--- src/rtl/dft_input_reorder_if.sv ---
// Handshake bundle for dft_input_reorder: natural-order samples in, bit-reversed pairs out.
interface dft_input_reorder_if #(
  parameter int unsigned WORD_SZ = 8
);
  logic [WORD_SZ-1:0] i_sample;
  logic               i_valid;
  logic               o_ready;
  logic [WORD_SZ-1:0] out1;
  logic [WORD_SZ-1:0] out2;
  logic               o_valid;
  logic               i_ready;
  logic               o_frame_start;
  logic               o_frame_end;

  modport master (
    output i_sample, i_valid, i_ready,
    input  o_ready, out1, out2, o_valid, o_frame_start, o_frame_end
  );

  modport slave (
    input  i_sample, i_valid, i_ready,
    output o_ready, out1, out2, o_valid, o_frame_start, o_frame_end
  );
endinterface

--- src/rtl/dft_input_reorder.sv ---
// Ping-pong frame buffer that replays each DFT frame as bit-reversed butterfly operand pairs.
module dft_input_reorder #(
  parameter int unsigned WORD_SZ  = 8,
  parameter int unsigned N_POINTS = 8
) (
  input logic                i_CLK,
  input logic                i_RESET,
  dft_input_reorder_if.slave bus
);
  localparam int unsigned      IdxW     = $clog2(N_POINTS);
  localparam int unsigned      PairW    = IdxW - 1;
  localparam logic [IdxW-1:0]  LastIdx  = IdxW'(N_POINTS - 1);
  localparam logic [PairW-1:0] LastPair = PairW'(N_POINTS / 2 - 1);

  typedef enum logic {R_IDLE, R_STREAM} rd_state_e;

  function automatic logic [IdxW-1:0] bitrev(input logic [IdxW-1:0] idx);
    logic [IdxW-1:0] r;
    r = '0;
    for (int i = 0; i < int'(IdxW); i++) r[i] = idx[int'(IdxW) - 1 - i];
    return r;
  endfunction

  logic [WORD_SZ-1:0] mem_q [2][N_POINTS];
  logic [1:0]         full_q, full_d, full_seen_q;
  logic               wr_bank_q;
  logic [IdxW-1:0]    wr_idx_q;
  logic               rd_bank_q, rd_bank_d;
  rd_state_e          state_q, state_d;
  logic [PairW-1:0]   pair_q, pair_d;
  logic [WORD_SZ-1:0] out1_q, out1_d, out2_q, out2_d;
  logic               valid_q, valid_d, start_q, start_d, end_q, end_d;
  logic               accept, wr_last, other_bank;
  logic               load, load_bank, release_bank;
  logic [PairW-1:0]   load_pair;

  assign bus.o_ready       = ~full_q[wr_bank_q];
  assign bus.out1          = out1_q;
  assign bus.out2          = out2_q;
  assign bus.o_valid       = valid_q;
  assign bus.o_frame_start = start_q;
  assign bus.o_frame_end   = end_q;

  assign accept     = bus.i_valid & ~full_q[wr_bank_q];
  assign wr_last    = (wr_idx_q == LastIdx);
  assign other_bank = ~rd_bank_q;

  // Sample storage carries no reset; stale contents are never read without a full flag.
  always_ff @(posedge i_CLK) begin
    if (accept) mem_q[wr_bank_q][wr_idx_q] <= bus.i_sample;
  end

  always_ff @(posedge i_CLK) begin
    if (i_RESET) begin
      wr_bank_q <= 1'b0;
      wr_idx_q  <= '0;
    end else if (accept) begin
      wr_idx_q <= wr_idx_q + IdxW'(1);
      if (wr_last) wr_bank_q <= ~wr_bank_q;
    end
  end

  // Fill and release always target different banks, so both updates apply.
  always_comb begin
    full_d = full_q;
    if (accept && wr_last) full_d[wr_bank_q] = 1'b1;
    if (release_bank)      full_d[rd_bank_q] = 1'b0;
  end

  always_comb begin
    state_d      = state_q;
    rd_bank_d    = rd_bank_q;
    pair_d       = pair_q;
    out1_d       = out1_q;
    out2_d       = out2_q;
    valid_d      = valid_q;
    start_d      = start_q;
    end_d        = end_q;
    load         = 1'b0;
    load_bank    = rd_bank_q;
    load_pair    = '0;
    release_bank = 1'b0;

    unique case (state_q)
      // A fresh frame is picked up only once its full flag has been seen for an edge.
      R_IDLE: begin
        if (full_q[rd_bank_q] && full_seen_q[rd_bank_q] && (!valid_q || bus.i_ready)) begin
          load    = 1'b1;
          state_d = R_STREAM;
        end
      end
      R_STREAM: begin
        if (valid_q && bus.i_ready) begin
          if (pair_q == LastPair) begin
            release_bank = 1'b1;
            rd_bank_d    = other_bank;
            if (full_q[other_bank]) begin
              load      = 1'b1;
              load_bank = other_bank;
            end else begin
              state_d = R_IDLE;
              valid_d = 1'b0;
              start_d = 1'b0;
              end_d   = 1'b0;
            end
          end else begin
            load      = 1'b1;
            load_pair = pair_q + PairW'(1);
          end
        end
      end
      default: state_d = R_IDLE;
    endcase

    if (load) begin
      out1_d  = mem_q[load_bank][bitrev({load_pair, 1'b0})];
      out2_d  = mem_q[load_bank][bitrev({load_pair, 1'b1})];
      valid_d = 1'b1;
      start_d = (load_pair == '0);
      end_d   = (load_pair == LastPair);
      pair_d  = load_pair;
    end
  end

  always_ff @(posedge i_CLK) begin
    if (i_RESET) begin
      state_q     <= R_IDLE;
      full_q      <= '0;
      full_seen_q <= '0;
      rd_bank_q   <= 1'b0;
      pair_q      <= '0;
      out1_q      <= '0;
      out2_q      <= '0;
      valid_q     <= 1'b0;
      start_q     <= 1'b0;
      end_q       <= 1'b0;
    end else begin
      state_q     <= state_d;
      full_q      <= full_d;
      full_seen_q <= full_q;
      rd_bank_q   <= rd_bank_d;
      pair_q      <= pair_d;
      out1_q      <= out1_d;
      out2_q      <= out2_d;
      valid_q     <= valid_d;
      start_q     <= start_d;
      end_q       <= end_d;
    end
  end
endmodule

--- src/flat_wrapper.sv ---
// flat-port wrapper written by rule: the top's interface ports become plain ports
module dft_input_reorder_flat 
#(
  parameter int unsigned WORD_SZ  = 8,
  parameter int unsigned N_POINTS = 8
)
  (i_CLK, i_RESET, bus_i_sample, bus_i_valid, bus_i_ready, bus_o_ready, bus_out1, bus_out2, bus_o_valid, bus_o_frame_start, bus_o_frame_end);
  dft_input_reorder_if #(.WORD_SZ(WORD_SZ)) bus_i ();
  input logic i_CLK;
  input logic i_RESET;
  input wire logic [$bits(bus_i.i_sample)-1:0] bus_i_sample;
  input wire logic [$bits(bus_i.i_valid)-1:0] bus_i_valid;
  input wire logic [$bits(bus_i.i_ready)-1:0] bus_i_ready;
  output wire logic [$bits(bus_i.o_ready)-1:0] bus_o_ready;
  output wire logic [$bits(bus_i.out1)-1:0] bus_out1;
  output wire logic [$bits(bus_i.out2)-1:0] bus_out2;
  output wire logic [$bits(bus_i.o_valid)-1:0] bus_o_valid;
  output wire logic [$bits(bus_i.o_frame_start)-1:0] bus_o_frame_start;
  output wire logic [$bits(bus_i.o_frame_end)-1:0] bus_o_frame_end;
  assign bus_i.i_sample = bus_i_sample;
  assign bus_i.i_valid = bus_i_valid;
  assign bus_i.i_ready = bus_i_ready;
  assign bus_o_ready = bus_i.o_ready;
  assign bus_out1 = bus_i.out1;
  assign bus_out2 = bus_i.out2;
  assign bus_o_valid = bus_i.o_valid;
  assign bus_o_frame_start = bus_i.o_frame_start;
  assign bus_o_frame_end = bus_i.o_frame_end;
  dft_input_reorder #(.WORD_SZ(WORD_SZ), .N_POINTS(N_POINTS)) u_core (.i_CLK(i_CLK), .i_RESET(i_RESET), .bus(bus_i));
endmodule
--- config.mk ---
export PLATFORM = sky130hd
export DESIGN_NAME = dft_input_reorder_flat
export DESIGN_NICKNAME = d
export VERILOG_FILES = /design/src/rtl/dft_input_reorder_if.sv /design/src/rtl/dft_input_reorder.sv /design/src/flat_wrapper.sv
export SDC_FILE = /design/constraint.sdc
export NUM_CORES = 1
export LEC_CHECK = 0
export BUFFER_PORTS_ARGS = -buffer_cell sky130_fd_sc_hd__buf_2
export CORE_MARGIN = 3
export CORE_UTILIZATION = 45
export CTS_CLUSTER_SIZE = 12
export DETAILED_ROUTE_END_ITERATION = 7
export PLACE_DENSITY_LB_ADDON = 0.12
export SLEW_MARGIN = 20
export SYNTH_ARGS = -nofsm -noshare
export SYNTH_HDL_FRONTEND = slang
export SYNTH_SLANG_ARGS = --single-unit
--- constraint.sdc ---
create_clock -name i_CLK -period 5.9 [get_ports i_CLK]
set_clock_uncertainty 0.05 [all_clocks]
set_input_delay 0.885 -clock i_CLK [delete_from_list [all_inputs] [get_ports i_CLK]]
set_output_delay 0.885 -clock i_CLK [all_outputs]
set_load 0.005 [all_outputs]
# ---- Word level (Yosys, flattened, before mapping)
# Memories as Yosys holds them, arrays and structs flattened.
# Index checks and enable logic that the tools add are counted.
dict set report op_classes {
  n_addsub 2
  magnitude_cmp 9
  n_eq_ne 4
  n_mux 48
  bitwise_logic 11
  reduce_logical 16
}
# operator count
set op_table {}
lappend op_table {{$mux 64} 1}
lappend op_table {{$bmux 8 s3} 2}
lappend op_table {{$mux 8} 5}
lappend op_table {{$mux 1} 30}
lappend op_table {{$demux 8 s3} 1}
lappend op_table {{$ge 4x4->1 const B} 3}
lappend op_table {{$mux 2} 5}
lappend op_table {{$not 3->4} 2}
lappend op_table {{$logic_and 1x1->1} 7}
lappend op_table {{$lt 1x2->1 const B} 3}
lappend op_table {{$reduce_bool 2->1} 3}
lappend op_table {{$eq 2x2->1 const B} 2}
lappend op_table {{$lt 4x1->1 const B} 1}
lappend op_table {{$not 1->1} 4}
lappend op_table {{$not 2->4} 1}
lappend op_table {{$pmux 1 s2} 2}
lappend op_table {{$reduce_and 4->1} 1}
lappend op_table {{$add 3x1->3 const B} 1}
lappend op_table {{$eq 3x3->1 const B} 1}
lappend op_table {{$reduce_and 3->1} 1}
lappend op_table {{$add 2x1->2 const B} 1}
lappend op_table {{$and 2x2->2} 1}
lappend op_table {{$demux 1 s1} 2}
lappend op_table {{$ge 1x1->1 const B} 2}
lappend op_table {{8 further kinds} 8}
dict set report totals {
  ff_bits 31
  ramBits 128
  input_bits 12
  memories 1
}
# memory depth word_bits read_ports rd_ports_with_merged_regs wr line_no
set mem_list {}
lappend mem_list {u_core.mem_q 2 64 1 0 1 dft_input_reorder.sv:24} ;# logic [WORD_SZ-1:0] mem_q [2][N_POINTS];

# ---- Logic depth before layout (Yosys ltp)
# Gate-level depths: netlist of run 1.
# An unclocked memory read counts as a cell.
dict set report logic_depth {
  ltp_word 11
  depth_mapped 9
  depth_no_buf 6
}

# ---- Worst setup path before layout of run 1
# No wires, ideal clock.
dict set report synth_path {
  path_kind {register -> register}
  startpoint {register u_core.wr_bank_q}
  endpoint {memory u_core.mem_q[0][56] in the netlist's numbering (enable)}
  setup_ns 0.383
  arrival_time_ns 1.990
  required_time_ns 5.467
  path_slack_ns 3.477
  path_stages_with_launch 6
  synth_period_minus_slack_ns 2.423
  cell_sequence {dfxtp_1 -> buf_2 -> mux2i_1 -> nand2_2 -> or3_1 -> nor3_1}
}
dict set report synth_via {
  elab_chain_len 6
}
# item line_no
set synth_lines {}
lappend synth_lines {{start: declaration} dft_input_reorder.sv:26} ;# logic wr_bank_q;
lappend synth_lines {{start signal: assignment} dft_input_reorder.sv:59} ;# if (wr_last) wr_bank_q <= ~wr_bank_q;
lappend synth_lines {{$mux 1 (2 in a row)} n/a}
lappend synth_lines {{$not 1->1} n/a}
lappend synth_lines {{net bus_o_ready} flat_wrapper.sv:14} ;# output wire logic [$bits(bus_i.o_ready)-1:0] bus_o_ready;
lappend synth_lines {{$and 1x1->1} dft_input_reorder.sv:44} ;# assign accept = bus.i_valid & ~full_q[wr_bank_q];
lappend synth_lines {{$mux 1} dft_input_reorder.sv:50} ;# if (accept) mem_q[wr_bank_q][wr_idx_q] <= bus.i_sample;
lappend synth_lines {{$mux 64 (implied by the code)} dft_input_reorder.sv:50}
lappend synth_lines {{end: declaration} dft_input_reorder.sv:24}
# The timed path passes the listed nets, and every way through them passes these cells. The select of a mux whose other input is x is not followed.

# ---- Worst setup path after layout of run 1
dict set report layout_path {
  startpoint {register u_core.rd_bank_q}
  endpoint {register u_core.out2_q[0] (netlist: u_core.bus.out2[0])}
}
dict set report layout_via {
  elab_chain_len 10
  elab_cells_between_ends 22
  cone_classes {mux: 18; bitwise: 1; reduce/logical: 2; memory: 1}
}
# item line_no
set layout_lines {}
lappend layout_lines {{start: declaration} dft_input_reorder.sv:28} ;# logic rd_bank_q, rd_bank_d;
lappend layout_lines {{start signal: assignment} dft_input_reorder.sv:141} ;# rd_bank_q <= rd_bank_d;
lappend layout_lines {{$mux 1 (implied by the code) (2 in a row)} dft_input_reorder.sv:97} ;# if (full_q[other_bank]) begin
lappend layout_lines {{$mux 1} dft_input_reorder.sv:97}
lappend layout_lines {{$mux 1} dft_input_reorder.sv:94} ;# if (pair_q == LastPair) begin
lappend layout_lines {{$mux 1} dft_input_reorder.sv:93} ;# if (valid_q && bus.i_ready) begin
lappend layout_lines {{$mux 1} dft_input_reorder.sv:84} ;# unique case (state_q)
lappend layout_lines {{$mem_v2 2x64} n/a}
lappend layout_lines {{$bmux 8 s3} dft_input_reorder.sv:117} ;# out2_d = mem_q[load_bank][bitrev({load_pair, 1'b1})];
lappend layout_lines {{$mux 8 (implied by the code) (2 in a row)} dft_input_reorder.sv:117}
lappend layout_lines {{end signal: assignment} dft_input_reorder.sv:144} ;# out2_q <= out2_d;
lappend layout_lines {{end: declaration} dft_input_reorder.sv:31} ;# logic [WORD_SZ-1:0] out1_q, out1_d, out2_q, out2_d;
# Parallel ways exist; a longest one is shown, timed or not. The select of a mux whose other input is x is not followed.
# A chain may end at the register's enable or synchronous reset.

==> flow_summary.ini, run 1 <==
[status]
outcome = complete, no violations

[pwr]
p_sw_share_pct = 20.3
ir_drop_mv = 0.199
cellInternalPower_mw = 1.91
p_clk_share_pct = 46.6
combPwrFrac_pct = 2.1
power_density_nw_per_um2 = 315
switching_power_mw = 0.485
p_seq_share_pct = 51.3
p_leak_nw = 2.54

[cells_and_area]
synthToLayoutAreaGrowth_pct = 11.5
final_common_cell = edfxtp_1
drive_gt1_share_pct = 16.4
n_antenna_cell = 0
nNetsFinal = 557
final_cell_mix = edfxtp_1 (128), o21ai_0 (37), nand3_1 (35)
finalInstanceArea_um2 = 7590

[global_route]
grt_start_max_net_pins = 47
grt_overflow_total = 0
grt_pass1_wl_um = 26200
grt_use_total_pct = 21.5
grt_pass1_vias = 4234
antenna_found_initial = 0

[route]
routed_via_density = 6.04
final_antenna_net_count = 0
avgRoutedWirePerCell_um = 23.1
drc = 0
via_count = 4458
first_pass_iters = 5
wl_um = 17000
drtIter0Drc = 568

[sta]
max_freq_mhz = 312
maxSlewViolCount = 0
hold_violations = 0
rsz0062_at_grt = false
finalSetupTns_ns = 0
min_period_over_period_pct = 54.3
setup_viol = 0
tightest_slew_ns = 0.998
max_slew_margin_pct = 33.5
fin_crit_ns = 3.20

[yosys]
synth-seq-area-share_pct = 65.6
ys_ff_latch = 159
yosysWarnings = 0
synth_cell_types = 61
synth_area_um2 = 6810
synth-main-ff-cell = edfxtp_1
netlist_instances = 525
synth_edf_count = 128
synth.avg_cell_area_um2 = 13.0
synth.net_count = 541
async_flop_share_pct = 0

[placed_design]
gp_congestion = 0.849
hpwl_um = 10600
placed_cell_area_um2 = 6980
io_buffer_count = 31

[setup_path]
cp-end-kind = flop
r2r_setup_slack_ns = 2.70
r2r_cells = 5
critPathMaxFanout = 45
r2r_end = u_core.bus.out2[0]
r2r-start = u_core.rd_bank_q
crit_required_ns = 6.11
crit_arrival_ns = 3.42
worstSetupStartpointType = flop
path_class = flop to flop

[cts]
post_cts_buffers = 0
cts_buffer_depth = 2
cts_sinks = 159
post_cts_resized = 0
tritoncts = done
root_buffer = clkbuf_16
clock_latency_ns = 0.42
cts_hold_buf = 0
numCtsBuffers = 17
clkTransAtPathRegs_ns = 0.06
h-tree-depth = 4

[floorplanning]
core_um2 = 14600
die_h_um = 129
initial_core_util_pct = 46.5
die-area_um2 = 16600
rows = 44
die_w_um = 129
pin_count = 32

[hold_path]
hold_path_depth = 2
min_to = u_core.bus.o_frame_start
min_from = u_core.bus.o_frame_start
min_path_type = flop to flop

[run]
maxCapViolations = 0
-- worst max-delay path, stage by stage, from the launching register on --
cell and delay [ns]:
dfxtp_1 0.61, nand2b_1 0.50, nand2b_2 0.82, nand2_1 0.53
o211ai_1 0.36, a41oi_1 0.14
-- metrics by stage --
stage / power [mW] / utilization, % / setup WS, ns / instances / hold slack (ns)
after floorplan: 1.27 / - / 3.48 / 525 / 0.432
after global placement: 1.30 / 47.7 / 2.67 / 706 / 0.425
after detailed placement: 1.30 / 47.7 / 2.64 / 706 / 0.443
after CTS: 2.41 / 51.8 / 2.73 / 738 / 0.456
after global routing: 2.47 / 51.8 / 2.39 / 738 / 0.487
final: 2.39 / 51.8 / 2.70 / 738 / 0.456
-- state kept, by name, summed over array words and instances, names as in the netlist, 2 cells and up --
register            flops
u_core.pair_q           2
u_core.bus.out2         8
u_core.mem_q          128
u_core.full_seen_q      2
u_core.full_q           2
u_core.bus.out1         8
u_core.wr_idx_q         3
-- power groups by stage --
stage                     clock, mW  combinational [mW]  sequential [mW]
after detailed placement          0              0.0509             1.25
after floorplan                   0              0.0203             1.25
after CTS                      1.13              0.0511             1.23
after global placement            0              0.0497             1.25
after global routing           1.19              0.0555             1.23
final                          1.12              0.0511             1.23
-- layer usage --
layer	routed length (um)	global-route usage [%]
met4	235	6.11
met1	7980	31.9
met3	1080	5.85
met5	0	0
met2	7730	31.4
-- Yosys cell counts (2+ instances only) --
cell	n	share of area, %
o21ai_2	2	0.26
ha_1	4	0.74
a21oi_1	9	0.66
nor3_1	5	0.37
a22oi_1	8	0.88
nand2_1	34	1.9
buf_2	16	1.2
a31oi_1	8	0.74
edfxtp_1	128	56
dfxtp_1	31	9.1
a41oi_2	7	1.7
and3_1	4	0.37
a21o_1	29	3.2
nand3_1	35	2.6
a41oi_1	8	1.0
a21oi_2	2	0.26
a22o_1	2	0.26
a21boi_0	3	0.33
xor2_1	2	0.26
nor2_1	30	1.7
o21ai_1	20	1.5
a2bb2oi_1	2	0.26
a221o_1	2	0.29
inv_1	7	0.39
buf_6	7	1.2
o21ai_0	37	2.7
buf_4	8	0.88
o211ai_1	6	0.66
o22ai_1	12	1.1
mux2i_1	9	1.3
and4_1	7	0.90
nand2b_1	6	0.55
clkbuf_1	7	0.39
-- area by class of cell --
cell class                      count  area [um^2]
Clock buffer                       18          439
Clock inverter                     14          166
Fill cell                        1262         7050
Inverter                            7         26.3
Multi-Input combinational cell    318         2060
Sequential cell                   159         4460
Tap cell                          184          230
Timing Repair Buffer               38          208
-- worst max path at each step --
| stage | start | to | depth (start not counted) |
|---|---|---|---|
| after floorplan | u_core.wr_bank_q | u_core.mem_q[0][56] | 5 |
| after global placement | bus_i_ready | u_core.bus.out1[5] | 6 |
| after detailed placement | bus_i_ready | u_core.bus.out2[1] | 6 |
| after CTS | u_core.rd_bank_q | u_core.bus.out2[1] | 5 |
| after global routing | u_core.rd_bank_q | u_core.bus.out2[0] | 5 |
| final | u_core.rd_bank_q | u_core.bus.out2[0] | 5 |
-- logic make-up (layout without fill, tap and decap cells) --
family                   after synthesis  after routing  share of synthesized area (%)
adder cells (fa/ha/maj)                4              4                          0.735
multiplexers                          10             10                           1.53
flip-flops                           159            159                           65.6
XOR/XNOR                               3              3                          0.386
buffers and inverters                 48             77                           4.34
AND/OR/NAND/NOR                      135            135                           10.2
AO/OA/AOI/OAI                        166            166                           17.2
No activity file was read; power rests on OpenSTA's default activity.
==> run 2: changes to the inputs <==
==> constraint.sdc (replaced) <==
create_clock -name i_CLK -period 3.2 [get_ports i_CLK]
set_clock_uncertainty 0.05 [all_clocks]
set_input_delay 0.48 -clock i_CLK [delete_from_list [all_inputs] [get_ports i_CLK]]
set_output_delay 0.48 -clock i_CLK [all_outputs]
set_load 0.005 [all_outputs]
==> flow_summary.ini, run 2 (synthesis gave the netlist of run 1 again) <==
[route]
drtIter0Drc = 531
via_count = 4461
wl_um = 17300
drc = 0
avgRoutedWirePerCell_um = 23.1
final_antenna_net_count = 0
routed_via_density = 5.96
first_pass_iters = 4

[pwr]
p_total_mw = 4.22
ir_drop_mv = 0.349
power_density_nw_per_um2 = 554
p_leak_nw = 2.59

[cts]
h-tree-depth = 4
cts_sinks = 159
tritoncts = done
post_cts_resized = 0
clock_latency_ns = 0.42
post_cts_buffers = 0
clkTransAtPathRegs_ns = 0.06
cts_hold_buf = 0
numCtsBuffers = 17
cts_buffer_depth = 2
root_buffer = clkbuf_16

[setup_path]
crit_arrival_ns = 2.73
path_depth = 4
worstSetupStartpointType = flop
path_buf_inv = 0
path_delay_family = simple AND/OR/NAND/NOR gates
critPathMaxStageDelay_ns = 0.75
critPathMaxFanout = 8
crit_required_ns = 3.19
path_class = flop to flop
cp-startpoint = u_core.wr_bank_q
crit_path_top_delay_cell = nor2_1
crit_chain = mux2i_1 -> nand2_2 -> or3_1 -> nor2_1
r2r_cells = 4
r2r-start = u_core.wr_bank_q
cp-end-kind = flop

[sta]
fin_crit_ns = 2.74
tightest_slew_ns = 0.928
setup_viol = 0
max_freq_mhz = 365
maxSlewViolCount = 0
max_slew_margin_pct = 37.9
min_period_over_period_pct = 85.6
hold_violations = 0
finalSetupTns_ns = 0
setup_ws_ns = 0.462
rsz0062_at_grt = false

[cells_and_area]
nNetsFinal = 568
drive_gt1_share_pct = 17.3
finish.utilization_pct = 52.0
final_cell_mix = edfxtp_1 (128), o21ai_0 (37), nand3_1 (35)
n_antenna_cell = 0
synthToLayoutAreaGrowth_pct = 11.8
regMostFlops = u_core.mem_q
final_common_cell = edfxtp_1
finalInstanceArea_um2 = 7610
largest_reg_flops = 128

[floorplanning]
die-area_um2 = 16600
die_w_um = 129
initial_core_util_pct = 46.5
core_um2 = 14600
rows = 44
die_h_um = 129
pin_count = 32

[placed_design]
placed_cell_area_um2 = 7070
gp_congestion = 0.800
io_buffer_count = 31
hpwl_um = 10600
place_ws_ns = 0.435

[hold_path]
hold_path_depth = 4
min_from = bus_i_valid
min_path_type = primary input to flop

[global_route]
grt_start_max_net_pins = 45
grt_pass1_vias = 4402
grt_use_total_pct = 21.9
grt_pass1_wl_um = 26700
grt_overflow_total = 0
antenna_found_initial = 0

[run]
maxCapViolations = 0

[status]
outcome = complete, no violations
==> run 2: changes by cell type in the layout (fill, tap and decap cells not counted) <==
cell / previous run / this run
clkinv_2: 2 / 5
clkbuf_8: 1 / 3
bufinv_16: 3 / 0
inv_6: 1 / 0
clkinvlp_4: 6 / 0
clkbuf_1: 0 / 5
clkinv_1: 1 / 0
clkbuf_16: 17 / 18
buf_4: 7 / 18
==> run 2: layout make-up <==
type / instances / area (um^2)
inverters: 7 / 26.3
clock buffers: 26 / 510
flip-flops and latches: 159 / 4460
repair buffers: 49 / 290
fillers: 1264 / 7030
multi-input cells: 318 / 2060
well taps: 184 / 230
clock inverters: 6 / 33.8
==> run 2: routing by layer <==
metal	wire (um)	GRT usage, %
met4	282	7.66
met2	7910	33.4
met5	0	0
met3	1170	5.35
met1	7920	30.7
==> run 2: per-stage QoR <==
| stage | instances | hold WS (ns) |
|---|---|---|
| CTS | 749 | 0.404 |
| global route | 749 | 0.425 |
| global placement | 717 | 0.420 |
| detailed placement | 717 | 0.425 |
| floorplan | 525 | 0.432 |
| finish | 749 | 0.417 |
==> run 2: final timing paths <==
check | endpoint | slack, ns
min | u_core.wr_bank_q | 0.42
max reg2reg | u_core.mem_q[0][47] | 0.46
max | u_core.mem_q[0][47] | 0.46
min reg2reg | u_core.bus.o_frame_start | 0.43
==> run 2: worst register-to-register path, cell delays in order, from the launching register on <==
cell and delay (ns):
dfxtp_1 0.48, mux2i_1 0.45, nand2_2 0.17, or3_1 0.44, nor2_1 0.76
==> run 2: report_power, final <==
part	total, mW	internal [mW]	switching [mW]
Clock	1.86	1.10	0.765
Combinational	0.0934	0.0215	0.0719
Sequential	2.26	2.26	0.00972
Total	4.22	3.37	0.847
==> run 3: changes to the inputs <==
--- a/config.mk
+++ b/config.mk
@@ -5,12 +5,14 @@
 export SDC_FILE = /design/constraint.sdc
 export NUM_CORES = 1
 export LEC_CHECK = 0
+export ABC_AREA = 1
 export BUFFER_PORTS_ARGS = -buffer_cell sky130_fd_sc_hd__buf_2
 export CORE_MARGIN = 3
 export CORE_UTILIZATION = 45
 export CTS_CLUSTER_SIZE = 12
 export DETAILED_ROUTE_END_ITERATION = 7
 export PLACE_DENSITY_LB_ADDON = 0.12
+export SETUP_SLACK_MARGIN = 0.2
 export SLEW_MARGIN = 20
 export SYNTH_ARGS = -nofsm -noshare
 export SYNTH_HDL_FRONTEND = slang
==> flow_summary.ini, run 3 <==
[route]
met3_length_um = 1080
drc = 0
routed_via_density = 5.34
first_pass_iters = 6
top_layer = met4
wl_met2_um = 8420
drtIter0Drc = 440
final_antenna_net_count = 0
routedLengthMet1_um = 7500
wl_um = 17200
via_count = 4868
avgRoutedWirePerCell_um = 18.8

[cts]
post_cts_resized = 0
post_cts_buffers = 0
cts_hold_buf = 0
numCtsBuffers = 17
cts_buffer_depth = 2
tritoncts = done
cts_sinks = 159
root_buffer = clkbuf_16
clkTransAtPathRegs_ns = 0.06
h-tree-depth = 4
clock_latency_ns = 0.42

[yosys]
synth_top_family_by_area = simple AND/OR/NAND/NOR gates
synthMuxAreaShare_pct = 0
synth_top_cell_by_area = edfxtp_1
synth_area_um2 = 6810
synth_edf_count = 128
synth-main-ff-cell = edfxtp_1
synth_cell_types = 23
synth_compound_area_share_pct = 1.71
synth_xor_area_share_pct = 0
synth_top_area_share_pct = 56.4
ys_ff_latch = 159
synth-simple-area-share_pct = 24.4
synth_common_cells = nand2_1 (160), nand3_1 (147), edfxtp_1 (128)
yosysMostFrequentCell = nand2_1
synth.avg_cell_area_um2 = 10.1
synth.net_count = 690
async_flop_share_pct = 0
netlist_instances = 674
synthAdderAreaFrac_pct = 0.735
synth-seq-area-share_pct = 65.5
synth_area_leaders = edfxtp_1 (56%), nand3_1 (11%), dfxtp_1 (9.1%)
yosysWarnings = 0

[sta]
tightest_slew_ns = 0.920
hold_violations = 0
hold_slack_ns = 0.334
fin_crit_ns = 2.71
finalSetupTns_ns = 0
rsz0062_at_grt = false
min_period_over_period_pct = 84.8
setup_ws_ns = 0.487
maxSlewViolCount = 0
max_freq_mhz = 369
setup_viol = 0
max_slew_margin_pct = 38.6

[global_route]
antenna_found_initial = 0
grt_overflow_total = 0
grt_use_total_pct = 21.8
grt_pass1_vias = 4690
grt_start_max_net_pins = 61
grt_pass1_wl_um = 27000

[floorplanning]
die-area_um2 = 16700
die_h_um = 129
initial_core_util_pct = 46.3
pin_count = 32
rows = 44
die_w_um = 129
core_um2 = 14700

[cells_and_area]
nNetsFinal = 731
n_antenna_cell = 0
drive_gt1_share_pct = 12.2
regMostFlops = u_core.mem_q
final_cell_mix = nand2_1 (160), nand3_1 (147), edfxtp_1 (128)
synthToLayoutAreaGrowth_pct = 14.0
final_common_cell = nand2_1
largest_reg_flops = 128
n_fill_cell = 1300

[setup_path]
crit_path_top_delay_cell = nand2_4
crit_required_ns = 3.51
crit_top_cell = nand2_1
cp-end-kind = flop
critPathMaxStageDelay_ns = 0.68
path_class = flop to flop
r2r_setup_slack_ns = 0.49
crit_arrival_ns = 3.03
worstSetupStartpointType = flop
critPathMaxFanout = 60
crit_chain = ha_1 -> nand2_1 -> nand2_1 -> nand3_4 -> nand2_4 -> nand2_1 -> nand3_1 -> nand3_1 -> nand3_1 -> nand2_1 -> inv_1

[pwr]
ir_drop_mv = 0.375
power_density_nw_per_um2 = 560
p_total_mw = 4.35
p_leak_nw = 3.30

[run]
maxCapViolations = 0

[status]
outcome = complete, no violations

[placed_design]
gp_congestion = 0.822
place_ws_ns = 0.534
io_buffer_count = 31
hpwl_um = 10900

[hold_path]
min_path_type = primary input to flop
## run 3: final timing paths
check,from,to,cells after the start
setup reg to reg,u_core.pair_q[0],u_core.bus.out1[5],11
hold reg to reg,u_core.bus.o_frame_end,u_core.bus.o_frame_end,2
setup / recovery,u_core.pair_q[0],u_core.bus.out1[5],11
hold / removal,i_RESET,u_core.bus.o_frame_start,2
## run 3: layer usage
metal,vias to the layer above,GRT usage (%)
li1,2336,-
met1,2372,30.1
met2,143,35.6
met3,17,4.08
met4,0,6.18
met5,-,0
## run 3: kinds of logic (layout without fill, tap and decap cells)
kind of cell,Yosys count,after routing
buffers and inverters,126,180
and+or+nand+nor,362,362
AOI/OAI and AO/OA,23,23
adders and majority gates,4,4
DFF,159,159
## run 3: report_power, final
part	internal [mW]	switching [mW]	leakage, nW
Clock	1.21	0.765	0.282
Combinational	0.0264	0.0815	1.61
Sequential	2.26	0.00826	1.41
## run 3: cell type report
| cell class | instances | area, um^2 | area share (%) |
|---|---|---|---|
| tap | 184 | 230 | 2.96 |
| clock buffer | 26 | 490 | 6.31 |
| inverter | 96 | 360 | 4.64 |
| clock inverter | 6 | 81.3 | 1.05 |
| multi-input combinational | 389 | 1830 | 23.5 |
| timing repair buffer | 52 | 313 | 4.03 |
| sequential | 159 | 4460 | 57.5 |
## run 3: worst max-delay path, delay by kind of cell, from the launching register on
family / cells / cell delay, ns
AND/OR/NAND/NOR: 9 / 1.82
buffers and inverters: 1 / 0.07
adder cells (fa/ha/maj): 1 / 0.27
flip-flops: 1 / 0.39
## run 3: per-stage QoR
stage	area, um^2	cells	utilization [%]
finish	7770	912	52.9
global route	7770	912	52.9
CTS	7770	912	52.9
detailed placement	7200	880	49.0
global placement	7200	880	49.0
floorplan	6810	674	-
